<file path="config.mk">
export PLATFORM = sky130hd
export DESIGN_NAME = bus
export DESIGN_NICKNAME = d
export VERILOG_FILES = /design/src/rtl/bus_pkg.sv /design/src/rtl/bus.sv
export SDC_FILE = /design/constraint.sdc
export NUM_CORES = 1
export LEC_CHECK = 0
export ABC_AREA = 1
export CAP_MARGIN = 20
export CORE_MARGIN = 10
export CORE_UTILIZATION = 25
export CTS_CLUSTER_DIAMETER = 40
export DETAILED_ROUTE_END_ITERATION = 6
export PLACE_DENSITY = 0.84
export REMOVE_ABC_BUFFERS = 1
export SETUP_SLACK_MARGIN = 0.1
export SYNTH_ARGS = -nofsm -noshare
export SYNTH_HDL_FRONTEND = slang
export SYNTH_SLANG_ARGS = --single-unit
</file>
<file path="constraint.sdc">
create_clock -name clk_i -period 2.74 [get_ports clk_i]
set_input_delay 0.548 -clock clk_i [delete_from_list [all_inputs] [get_ports clk_i]]
set_output_delay 0.548 -clock clk_i [all_outputs]
set_load 0.005 [all_outputs]
</file>
<file path="src/rtl/bus_pkg.sv">
// Shared helpers for the bus block.
//   idx_w(n) : bit width needed to index n items, never less than 1.
package bus_pkg;

  function automatic int unsigned idx_w(input int unsigned n);
    return (n > 1) ? $clog2(n) : 1;
  endfunction

endpackage

</file>
<file path="src/rtl/bus.sv">
// Single-cycle request bus: fixed-priority host arbitration, address decode
// to one of NrDevices targets, and a registered response mux.
// Ports:
//   clk_i, rst_i                    clock, async active-high reset
//   host_req_i / host_gnt_o         per-host request / same-cycle grant
//   host_addr_i/we/be/wdata         per-host request fields
//   host_rvalid_o/rdata_o/err_o     per-host response, one cycle after grant
//   device_req_o/addr/we/be/wdata   per-device forwarded request
//   device_rvalid_i/rdata_i/err_i   per-device response
//   cfg_device_addr_base/mask       static address map
module bus
  import bus_pkg::*;
#(
  parameter int NrDevices    = 1,
  parameter int NrHosts      = 1,
  parameter int DataWidth    = 32,
  parameter int AddressWidth = 32
) (
  input  logic                      clk_i,
  input  logic                      rst_i,

  input  logic                      host_req_i    [NrHosts],
  output logic                      host_gnt_o    [NrHosts],
  input  logic [AddressWidth-1:0]   host_addr_i   [NrHosts],
  input  logic                      host_we_i     [NrHosts],
  input  logic [DataWidth/8-1:0]    host_be_i     [NrHosts],
  input  logic [DataWidth-1:0]      host_wdata_i  [NrHosts],
  output logic                      host_rvalid_o [NrHosts],
  output logic [DataWidth-1:0]      host_rdata_o  [NrHosts],
  output logic                      host_err_o    [NrHosts],

  output logic                      device_req_o    [NrDevices],
  output logic [AddressWidth-1:0]   device_addr_o   [NrDevices],
  output logic                      device_we_o     [NrDevices],
  output logic [DataWidth/8-1:0]    device_be_o     [NrDevices],
  output logic [DataWidth-1:0]      device_wdata_o  [NrDevices],
  input  logic                      device_rvalid_i [NrDevices],
  input  logic [DataWidth-1:0]      device_rdata_i  [NrDevices],
  input  logic                      device_err_i    [NrDevices],

  input  logic [AddressWidth-1:0]   cfg_device_addr_base [NrDevices],
  input  logic [AddressWidth-1:0]   cfg_device_addr_mask [NrDevices]
);

  localparam int HostIdxW = idx_w(NrHosts);
  localparam int DevIdxW  = idx_w(NrDevices);

  logic                  any_req;
  logic [HostIdxW-1:0]   host_sel;
  logic                  dev_hit;
  logic [DevIdxW-1:0]    dev_sel;
  logic [AddressWidth-1:0] win_addr;

  logic                  pend_q;
  logic                  err_q;
  logic [HostIdxW-1:0]   host_q;
  logic [DevIdxW-1:0]    dev_q;

  // Arbiter: lowest-index requester wins.
  always_comb begin
    any_req  = 1'b0;
    host_sel = '0;
    for (int h = 0; h < NrHosts; h++) begin
      if (host_req_i[h] && !any_req) begin
        any_req  = 1'b1;
        host_sel = HostIdxW'(h);
      end
    end
  end

  always_comb begin
    for (int h = 0; h < NrHosts; h++)
      host_gnt_o[h] = any_req && (host_sel == HostIdxW'(h));
  end

  // Decoder on the winner's address; lowest-index match wins.
  always_comb begin
    win_addr = '0;
    for (int h = 0; h < NrHosts; h++)
      if (host_sel == HostIdxW'(h)) win_addr = host_addr_i[h];
    dev_hit = 1'b0;
    dev_sel = '0;
    for (int d = 0; d < NrDevices; d++) begin
      if (!dev_hit && ((win_addr & cfg_device_addr_mask[d]) == cfg_device_addr_base[d])) begin
        dev_hit = 1'b1;
        dev_sel = DevIdxW'(d);
      end
    end
  end

  // Request forwarding: only the selected device sees non-zero outputs.
  always_comb begin
    for (int d = 0; d < NrDevices; d++) begin
      device_req_o[d]   = 1'b0;
      device_addr_o[d]  = '0;
      device_we_o[d]    = 1'b0;
      device_be_o[d]    = '0;
      device_wdata_o[d] = '0;
      if (any_req && dev_hit && (dev_sel == DevIdxW'(d))) begin
        for (int h = 0; h < NrHosts; h++) begin
          if (host_sel == HostIdxW'(h)) begin
            device_req_o[d]   = 1'b1;
            device_addr_o[d]  = host_addr_i[h];
            device_we_o[d]    = host_we_i[h];
            device_be_o[d]    = host_be_i[h];
            device_wdata_o[d] = host_wdata_i[h];
          end
        end
      end
    end
  end

  // Select register: remembers who owns next cycle's response.
  always_ff @(posedge clk_i or posedge rst_i) begin
    if (rst_i) begin
      pend_q <= 1'b0;
      err_q  <= 1'b0;
      host_q <= '0;
      dev_q  <= '0;
    end else begin
      pend_q <= any_req;
      err_q  <= any_req && !dev_hit;
      host_q <= host_sel;
      dev_q  <= dev_sel;
    end
  end

  // Response mux. Device responses are ignored unless a grant is pending,
  // so stray rvalids from idle devices never reach a host. Reset is folded
  // in so an in-flight response is killed the moment rst_i rises.
  always_comb begin
    for (int h = 0; h < NrHosts; h++) begin
      host_rvalid_o[h] = 1'b0;
      host_rdata_o[h]  = '0;
      host_err_o[h]    = 1'b0;
      if (!rst_i && pend_q && (host_q == HostIdxW'(h))) begin
        if (err_q) begin
          host_rvalid_o[h] = 1'b1;
          host_err_o[h]    = 1'b1;
        end else begin
          for (int d = 0; d < NrDevices; d++) begin
            if (dev_q == DevIdxW'(d)) begin
              host_rvalid_o[h] = device_rvalid_i[d];
              host_rdata_o[h]  = device_rdata_i[d];
              host_err_o[h]    = device_err_i[d];
            end
          end
        end
      end
    end
  end

endmodule

</file>
==> metrics.txt <==
outcome finished, final reports clean; largest incremental delay on the critical path between 0.1 and 0.15 ns; transition time at the pin with the least slew margin roughly 0.29 ns; TritonCTS clock tree done; biggest area contributors in the synthesized netlist sky130_fd_sc_hd__nand2_1, sky130_fd_sc_hd__nor2_2, sky130_fd_sc_hd__inv_1; library cells used by synthesis 14; number of buffers between clock root and the deepest sink 2; ordered cell list for the critical path buf_6 > nand2_2 > nand2_1 > nand2_1 > nand3_1 > nor2_1 > nand2_1 > nor2_4 > nand3_4 > buf_6 > buf_8 > buf_16 > buf_6 > nor2_4 > buf_6; crit end category output pin; area occupied by registers ~50 sq um; largest fanout of any net on the critical path 5; mean routed wirelength per cell 15.8 um; topmost layer with routed signal wires met4; Antenna Cells 0; Placement Setup Slack -0.496 ns; y dimension of the die 107 um; fraction of layout instances using a drive strength above 1 0.356; Static Leakage 2.81 nW; maximum level of the CTS H-tree 1; nets@finish around 880; type of origin of the critical path input pin; TritonCTS Buffers 3; Fill cells about 680; standard-cell row count 31; number of slew-limit violations in the final report 0; width of the chip 107 um; via count of the first global-routing pass 3502; Post-Syn Instances 416; synthesis-stage register bit count 2; number of remaining DRC errors 0; Data required, critical path roughly 2.2 ns; area share of the largest cell type after synthesis 0.269; number of max-capacitance violations reported 0; number of warnings printed during yosys synthesis 0; antenna viol nets, final 0; Top cell by count, worst path sky130_fd_sc_hd__buf_6; shortest period the worst path allows between 2 and 3 ns; total half-perimeter wirelength after legalization and detailed placement around 11000 um; multi-input logic area approximately 0.0014 sq mm; area of all placed cells without fillers ~0.0047 sq mm; largest net degree at the start of global routing 35; total wire length about 13000 um; area growth from synthesis to layout 147%; total length of routed met2 wires around 6500 um; DRC marker count from the first detailed-route iteration 78; Setup Crit Path Kind in -> out; Top Ports around 280; Max Clock Freq ~380 MHz; RSZ-0062 raised after global routing true; buffers and inverters on the worst path 6; global-route wire length before repair about 18000 um; final hold vios 0; Clock Sink Count 2; number of setup violations in the final report 0; Worst IR Drop VDD 0.0646 mV; slowest CP cell sky130_fd_sc_hd__nor2_4; placeable core area 0.00733 sq mm; Die Area between 0.01 and 0.015 sq mm; slack of the critical path 0.139 ns; headroom to the max-slew limit 0.805; worst-case hold slack about 0.51 ns; top cell type by total area after synthesis sky130_fd_sc_hd__nand2_1; total met3 wirelength after detailed routing 1650 um; final critical-path share of the clock period 0.949; wire length the detailed router placed on met1 4130 um; Detailed Routing Iterations Pass 1 4; ratio of routed vias to standard cells 4.27; Data arrival, critical path between 2 and 2.5 ns; placed inst area about 0.0048 sq mm; cell type group with the largest total delay on the critical path simple AND/OR/NAND/NOR gates; post-synthesis instance area 0.00191 sq mm; sequential share of the synthesized area 0.0262; Congestion Overflow GR 0; clock tree root driver cell sky130_fd_sc_hd__clkbuf_8; count of vias placed by the detailed router 3445; mean instance size in the synthesized netlist between 4 and 5 sq um; overall global routing resource usage 0.200; Hold WC Path Type in -> async; clock slew seen by the registers of the worst setup and hold paths ~0.03 ns; Initial Util 0.261; initial antenna violation count 0; count of port buffers added during placement roughly 270; Power per Cell Area ~120 mW/mm^2; final weighted congestion in routability-driven placement roughly 0.89
[layer usage]
layer,global-route usage,vias to the layer above
met5,0,-
met4,0.0639,0
met1,0.172,1484
met3,0.0886,24
met2,0.397,182
li1,-,1755
[state kept, by name (all words and copies together), names as in the netlist]
| signal | count |
|---|---|
| err_q | 1 |
| pend_q | 1 |
[cell type report]
class                   count  share of cell area
flip-flops and latches      2              0.0106
well taps                  99              0.0262
clock buffers               3             0.00873
inverters                 109              0.0865
multi-input cells         291               0.303
repair buffers            302               0.565
[kinds of logic after synthesis]
family                 count (synthesis)  synth area share
AND/OR/NAND/NOR                      290             0.699
buffers and inverters                123             0.271
flip-flops                             2            0.0262
AO/OA/AOI/OAI                          1           0.00393
[synth_stat cells, drive strengths merged]
library cell  number
nand3             35
nand3b             2
inv              109
nor2             115
nand4              1
nand2            137
a21boi             1
clkbuf             6
dfrtp              2
buf                8
[stage by stage]
stage	total power (W)	util	cells	TNS (ns)
after floorplan	0.000155	-	402	0
after global placement	0.000470	0.653	787	-30.42
after detailed placement	0.000480	0.653	787	-31.11
after CTS	0.000550	0.631	805	-0.0832
after global routing	0.000614	0.645	806	0
final	0.000561	0.645	806	0
[final timing paths]
check                      slack (ns)  cells after the start                    start           endpoint
setup / recovery                 0.14                     15          host_addr_i[24]  device_addr_o[12]
hold / removal                   0.51                      2                    rst_i              err_q
max in group asynchronous        2.11                      2                    rst_i             pend_q
min in group clk_i               0.90                      7  cfg_device_addr_base[5]              err_q
[repair_timing]
action / CTS / global route
pin swaps: 80 / 43
gates cloned: 4 / 1
hold buffers: 0 / 0
buffers inserted: 11 / 3
resized for setup: 538 / 78
endpoints found under the setup margin: 70 / 70
[where the power goes]
part / internal (W) / total, W / switching, W
logic: 0.000251 / 0.000415 / 0.000164
registers: 0.0000313 / 0.0000325 / 0.00000123
clock network: 0.0000926 / 0.000113 / 0.0000207
[layout by cell type (no fill, tap or decap), types with 11 or more instances in the layout]
master	instances
sky130_fd_sc_hd__nand2_1	126
sky130_fd_sc_hd__clkdlybuf4s50_1	108
sky130_fd_sc_hd__inv_1	104
sky130_fd_sc_hd__buf_2	80
sky130_fd_sc_hd__nor2_2	66
sky130_fd_sc_hd__nor2_1	42
sky130_fd_sc_hd__dlygate4sd2_1	38
sky130_fd_sc_hd__buf_6	35
sky130_fd_sc_hd__nand3_1	29
sky130_fd_sc_hd__buf_4	14
sky130_fd_sc_hd__clkbuf_2	12
sky130_fd_sc_hd__nand2_2	11
Power figures use the tool's default switching activity.
